--- config.mk ---
export PLATFORM = sky130hd
export DESIGN_NAME = fetch_unit
export DESIGN_NICKNAME = d
export VERILOG_FILES = /design/src/rtl/fetch_unit.sv
export SDC_FILE = /design/constraint.sdc
export NUM_CORES = 1
export LEC_CHECK = 0
export CAP_MARGIN = 20
export CORE_MARGIN = 10
export CORE_UTILIZATION = 54
export DETAILED_ROUTE_END_ITERATION = 8
export GPL_TIMING_DRIVEN = 1
export PLACE_DENSITY_LB_ADDON = 0.15
export SLEW_MARGIN = 10
export SYNTH_ARGS = -nofsm -noshare
export SYNTH_HDL_FRONTEND = slang
export SYNTH_SLANG_ARGS = --single-unit
--- constraint.sdc ---
create_clock -name clk -period 3.7 [get_ports clk]
set_input_delay 0.74 -clock clk [delete_from_list [all_inputs] [get_ports clk]]
set_output_delay 0.74 -clock clk [all_outputs]
set_load 0.05 [all_outputs]
--- src/rtl/fetch_unit.sv ---
// Instruction fetch stage: fetch PC register feeding a DEPTH-entry {pc, instr} queue
// whose registered head drives the decode-side outputs.
module fetch_unit #(
   parameter int unsigned DEPTH    = 4,
   parameter logic [31:0] RESET_PC = 32'h0000_0000
) (
   input  logic        clk,
   input  logic        rst,
   output logic [31:0] imem_addr,
   input  logic [31:0] imem_rdata,
   input  logic        redirect_valid,
   input  logic [31:0] redirect_pc,
   input  logic        stall_d,
   output logic        valid_d,
   output logic [31:0] instr_d,
   output logic [31:0] pc_d,
   output logic [31:0] pc_plus4_d
);

   localparam int unsigned PW = $clog2(DEPTH);
   localparam int unsigned CW = PW + 1;
   localparam logic [CW-1:0] DEPTH_C = CW'(DEPTH);
   localparam logic [31:0] NOP = 32'h0000_0013;

   logic [31:0]   fetch_pc_q, fetch_pc_d;
   logic [CW-1:0] count_q, count_d;
   logic [PW-1:0] rd_ptr_q, rd_ptr_d;
   logic [PW-1:0] wr_ptr_q, wr_ptr_d;
   logic [31:0]   fifo_pc_q    [DEPTH];
   logic [31:0]   fifo_pc_d    [DEPTH];
   logic [31:0]   fifo_instr_q [DEPTH];
   logic [31:0]   fifo_instr_d [DEPTH];

   logic head_valid;
   logic pop;
   logic push;

   assign imem_addr  = fetch_pc_q;
   assign head_valid = (count_q != '0);
   assign pop        = head_valid & ~stall_d & ~redirect_valid;
   // A full queue still accepts a fetch when the head leaves in the same cycle.
   assign push       = ~redirect_valid & ((count_q < DEPTH_C) | pop);

   always_comb begin
      fetch_pc_d   = fetch_pc_q;
      count_d      = count_q;
      rd_ptr_d     = rd_ptr_q;
      wr_ptr_d     = wr_ptr_q;
      fifo_pc_d    = fifo_pc_q;
      fifo_instr_d = fifo_instr_q;
      if (redirect_valid) begin
         fetch_pc_d = redirect_pc & 32'hFFFF_FFFC;
         count_d    = '0;
         rd_ptr_d   = '0;
         wr_ptr_d   = '0;
      end else begin
         if (push) begin
            fifo_pc_d[wr_ptr_q]    = fetch_pc_q;
            fifo_instr_d[wr_ptr_q] = imem_rdata;
            wr_ptr_d               = wr_ptr_q + PW'(1);
            fetch_pc_d             = fetch_pc_q + 32'd4;
         end
         if (pop) begin
            rd_ptr_d = rd_ptr_q + PW'(1);
         end
         count_d = count_q + CW'(push) - CW'(pop);
      end
   end

   always_ff @(posedge clk) begin
      if (!rst) begin
         fetch_pc_q <= RESET_PC;
         count_q    <= '0;
         rd_ptr_q   <= '0;
         wr_ptr_q   <= '0;
      end else begin
         fetch_pc_q <= fetch_pc_d;
         count_q    <= count_d;
         rd_ptr_q   <= rd_ptr_d;
         wr_ptr_q   <= wr_ptr_d;
      end
   end

   // Queue storage needs no reset: entries are only visible while count is non-zero.
   always_ff @(posedge clk) begin
      fifo_pc_q    <= fifo_pc_d;
      fifo_instr_q <= fifo_instr_d;
   end

   always_comb begin
      valid_d    = head_valid;
      instr_d    = NOP;
      pc_d       = '0;
      pc_plus4_d = '0;
      if (head_valid) begin
         instr_d    = fifo_instr_q[rd_ptr_q];
         pc_d       = fifo_pc_q[rd_ptr_q];
         pc_plus4_d = fifo_pc_q[rd_ptr_q] + 32'd4;
      end
   end

endmodule

# After elaboration in Yosys (flattened, before gate mapping)
# Cells that the tools add are included.
# totals
elab_cells	52
in_bits	68
reg_bits	295
# classes
n_addsub	6
bitwise_logic	9
mux	15
n_reduce_logical	5
order_cmp	4
# ops
operator	n
$mux 32	10
$bwmux 128	2
$bmux 32 s2	2
$add 32x3->32 const B	2
$demux 32 s2	1
$ge 3x3->1 const B	2
$not 2->3	2
$add 2x1->2 const B	2
$add 3x1->3	1
$and 1x1->1	3
$lt 3x1->1 const B	1
$lt 3x3->1 const B	1
$not 1->1	3
$reduce_bool 3->1	1
$sub 3x1->3	1
$reduce_and 2->1	1
$reduce_bool 2->1	1
$reduce_or 2->1	1
$logic_and 1x1->1	1
$or 1x1->1	1

# Longest topological paths before layout
# logic_depth
word_depth	7
ltp_mapped	10
depth_no_buf	9

# Least setup slack after synthesis
# Ideal clock, no wire load.
# synth_timing
kind	register to output
start	register rd_ptr_q[0]
end	output pc_plus4_d[24]
stages_incl_launch_ff	9
setup_slack_ns	0.090
required_ns	2.960
arrival_ns	2.870
path_buffers	2
path_cell_list	dfxtp_1 > buf_6 > mux4_1 > ha_1 > nand3_1 > or4_1 > clkbuf_1 > or3_1 > a21oi_1
# synth_between
elab_chain_cells	6
# synth_rtl
item	line_no	text
from (decl)	27	logic [PW-1:0] rd_ptr_q, rd_ptr_d;
from (signal assigned)	79	rd_ptr_q <= rd_ptr_d;
$not 2->3 (implied by the code)	98	pc_plus4_d = fifo_pc_q[rd_ptr_q] + 32'd4;
$bmux 32 s2	98	
$mux 32 (implied by the code) (2 in a row)	98	
$add 32x3->32	98	
$mux 32	95	if (head_valid) begin
to (decl)	17	output logic [31:0] pc_plus4_d
# No other way between the ends. The select of a mux whose other input is x is not followed.

# Final worst setup path
# layout_timing
start	register rd_ptr_q[0]
end	output pc_plus4_d[31]
# The elaborated chain is that of the path after synthesis.

==> metrics.txt <==
outcome=complete, but fails checks; failing checks=negative setup slack; total gr overflow=0; mapped cell area=12300 µm²; fillers=between 1k and 1.5k; commonest non-fill, non-tap cell in the layout=edfxtp_1; initial antenna violation count=0; critical path class=reg -> out; die span in y=171 µm; final WL=between 20 and 30 mm; clk_lat worst skew=0.53 ns; total CTS buffers=29; Core ar.=roughly 23000 µm²; CTS tree=built; most frequent cells in the layout=248 x edfxtp_1, 104 x clkdlybuf4s50_1, 96 x buf_4; DIE WIDTH=roughly 170 µm; Post-Synthesis Cells=around 770; post-route clock period utilization=103%; post-synth cell types=50; Pwr Density=491 nW/µm²; Rel. slew slack=47.8%; detailed placement HPWL=18.8 mm; H-Tree Depth=1; Max Fanout on Critical Path=8; vias in the first global route=between 7k and 8k; design area=between 15000 and 20000 µm²; Max Cap Violations=0; post-synthesis sequential element count=about 290; Initial Util=between 50% and 60%; Layout Nets=roughly 1.1k; Port Buffers=188; worst hold slack=about 0.50 ns; Worst-Margin Slew=0.779 ns; critical path's largest stage delay=0.56 ns; first-pass GRT wire length=roughly 44 mm; final setup margin=-0.111 ns; Setup crit start kind=flop; P_leak=5.61 nW; maximum operating frequency=262 MHz; 1st-iter DRT viols=roughly 620; worst-case vdd ir drop=about 0.00042 V; Vias/cell=approximately 5.7; beginning of the critical path=rd_ptr_q[0]; Area growth syn-to-layout=29.4%; Clock transition at path regs=about 0.06 ns; max-slew violation count=0; share of cells above drive strength 1=27.5%; Worst R2R Start=count_q[2]; root buf cell=clkbuf_16; # DRC=0; vias=roughly 7.4k; Final Setup Violations=12; placed cells=roughly 1.2k; DRT Pass-1 Iters=7; clk_skew=0.00765 ns; TNS Setup=-0.654 ns; RSZ-0062 raised after global routing=yes; hold-fix buffers at CTS=0; Die Area=around 30000 µm²; Final min period=~3.8 ns; antenna viol nets, final=0; Final GP Congestion=0.848; hold path start=wr_ptr_q[1]; Worst EP required=between 2 and 3 ns; WL/cell=roughly 22 µm; worst path buffer plus inverter count=1; Hold Fails Final Rpt=0; post-layout util=a little over two thirds; CP Capture Type=output port; clock tree sinks=around 290; crit-path cells=mux4_1 -> and4_4 -> or4b_4 -> nor4_4 -> mux2_4 -> buf_6; post-synthesis sequential area ratio=66.4%; non-filler cells in the finished layout=approximately 1.3k; Ports=roughly 200; Hold Path Class=reg -> reg; Area after DPL=14600 µm²; slowest CP cell=or4b_4; GRT Total Usage=between 15 and 20%; Yosys warnings=0; largest net degree at the start of global routing=44; clock buffer depth=3; # rows=55; syn avg cell area=16.0 µm²; Top Family by Delay on Critical Path=simple AND/OR/NAND/NOR gates; Critical Path AT=between 3 and 4 ns; antenna cell count=0
[worst reg2reg max path, stage by stage (launching register included)]
cell and delay (ns):
dfxtp_1 0.39, nor3_2 0.62, nor3_1 0.20, ha_1 0.33, inv_1 0.04, ha_1 0.18
fa_1 0.39, xnor2_1 0.19, xnor2_1 0.14, nor2_1 0.05
[metal layers]
metal | wire length (µm) | vias to the layer above | global-route usage, %
li1 | - | 3406 | -
met1 | 12200 | 3711 | 25.9
met2 | 14000 | 279 | 31.7
met3 | 2130 | 40 | 4.75
met4 | 444 | 0 | 4.61
met5 | 0 | - | 0
[report_power, final]
| group | total, mW | switching (mW) | internal, mW |
|---|---|---|---|
| Clock | 3.06 | 1.16 | 1.89 |
| Sequential | 3.71 | 0.0840 | 3.63 |
| Combinational | 1.07 | 0.668 | 0.407 |
[per-stage QoR]
step | setup WS (ns) | total power, mW
6_report | -0.111 | 7.84
5_1_grt | -0.169 | 8.11
4_1_cts | -0.0844 | 7.88
3_5_place_dp | 0.141 | 4.81
3_3_place_gp | 0.157 | 4.79
2_1_floorplan | 0.0899 | 4.39
[path summary, 6_finish.rpt]
path / end / slack (ns) / cells after the start
max reg2reg: count_q[2] / 1.06 / 9
min reg2reg: wr_ptr_q[1] / 0.50 / 2
max: pc_plus4_d[31] / -0.11 / 6
min: wr_ptr_q[1] / 0.50 / 2
[cell type report]
type                       instances  area [µm²]  area share, %
timing repair buffer             233        2330           14.6
clock buffer                      40         818           5.13
inverter                          14        52.6          0.329
clock inverter                    13         196           1.23
tap                              285         357           2.23
multi-input combinational        430        4020           25.2
sequential                       285        8200           51.3
[synthesized netlist by cell type (all sizes together)]
| master | instances | area share [%] |
|---|---|---|
| edfxtp | 248 | 60 |
| and2 | 65 | 3.3 |
| mux4 | 62 | 12 |
| dfxtp | 37 | 6.0 |
| nand2 | 36 | 1.1 |
| nor2 | 34 | 1.0 |
| clkbuf | 29 | 0.89 |
| xnor2 | 25 | 1.8 |
| nor3 | 24 | 0.97 |
| buf | 20 | 1.3 |
| nand3 | 19 | 0.77 |
| o21ai | 18 | 0.73 |
| a21oi | 17 | 0.69 |
| xor2 | 15 | 1.1 |
| inv | 13 | 0.40 |
| o211a | 13 | 1.1 |
| nand2b | 12 | 0.61 |
| mux2 | 11 | 1.0 |
| nand4 | 9 | 0.63 |
| ha | 8 | 0.81 |
| nor4 | 8 | 0.53 |
| and3 | 7 | 0.36 |
| or3 | 7 | 0.36 |
| and4 | 4 | 0.28 |
| nor4b | 4 | 0.28 |
| o21a | 4 | 0.24 |
| or2 | 4 | 0.20 |
| o311a | 3 | 0.24 |
| or4 | 3 | 0.21 |
| a211oi | 2 | 0.12 |
| nor3b | 2 | 0.12 |
| o311ai | 2 | 0.14 |
| a2111oi | 1 | 0.071 |
| a21boi | 1 | 0.061 |
| clkinv | 1 | 0.030 |
| conb | 1 | 0.030 |
| fa | 1 | 0.16 |
| o31ai | 1 | 0.061 |
| or4b | 1 | 0.081 |
[state kept, by name (all words and copies together) (netlist names)]
name and flops:
count_q 3, fifo_instr_q 128, fifo_pc_q 120, imem_addr 30
rd_ptr_q 2, wr_ptr_q 2
[kinds of logic after synthesis]
family | Yosys count | synth area share, %
flops | 285 | 66.4
simple gates | 239 | 10.8
mux | 73 | 12.9
buf+inv | 63 | 2.62
compound gates | 62 | 3.42
xor+xnor | 40 | 2.84
fa+ha+maj | 9 | 0.974
other cells | 1 | 0.0304
[repair_timing]
| item | 4_1_cts | 5_1_grt |
|---|---|---|
| buffers inserted | 11 | 6 |
| resized for setup | 58 | 17 |
| pin swaps | 15 | 8 |
| endpoints found under the setup margin | 17 | 17 |
| gates cloned | 1 | 0 |
Power figures use the tool's default switching activity.
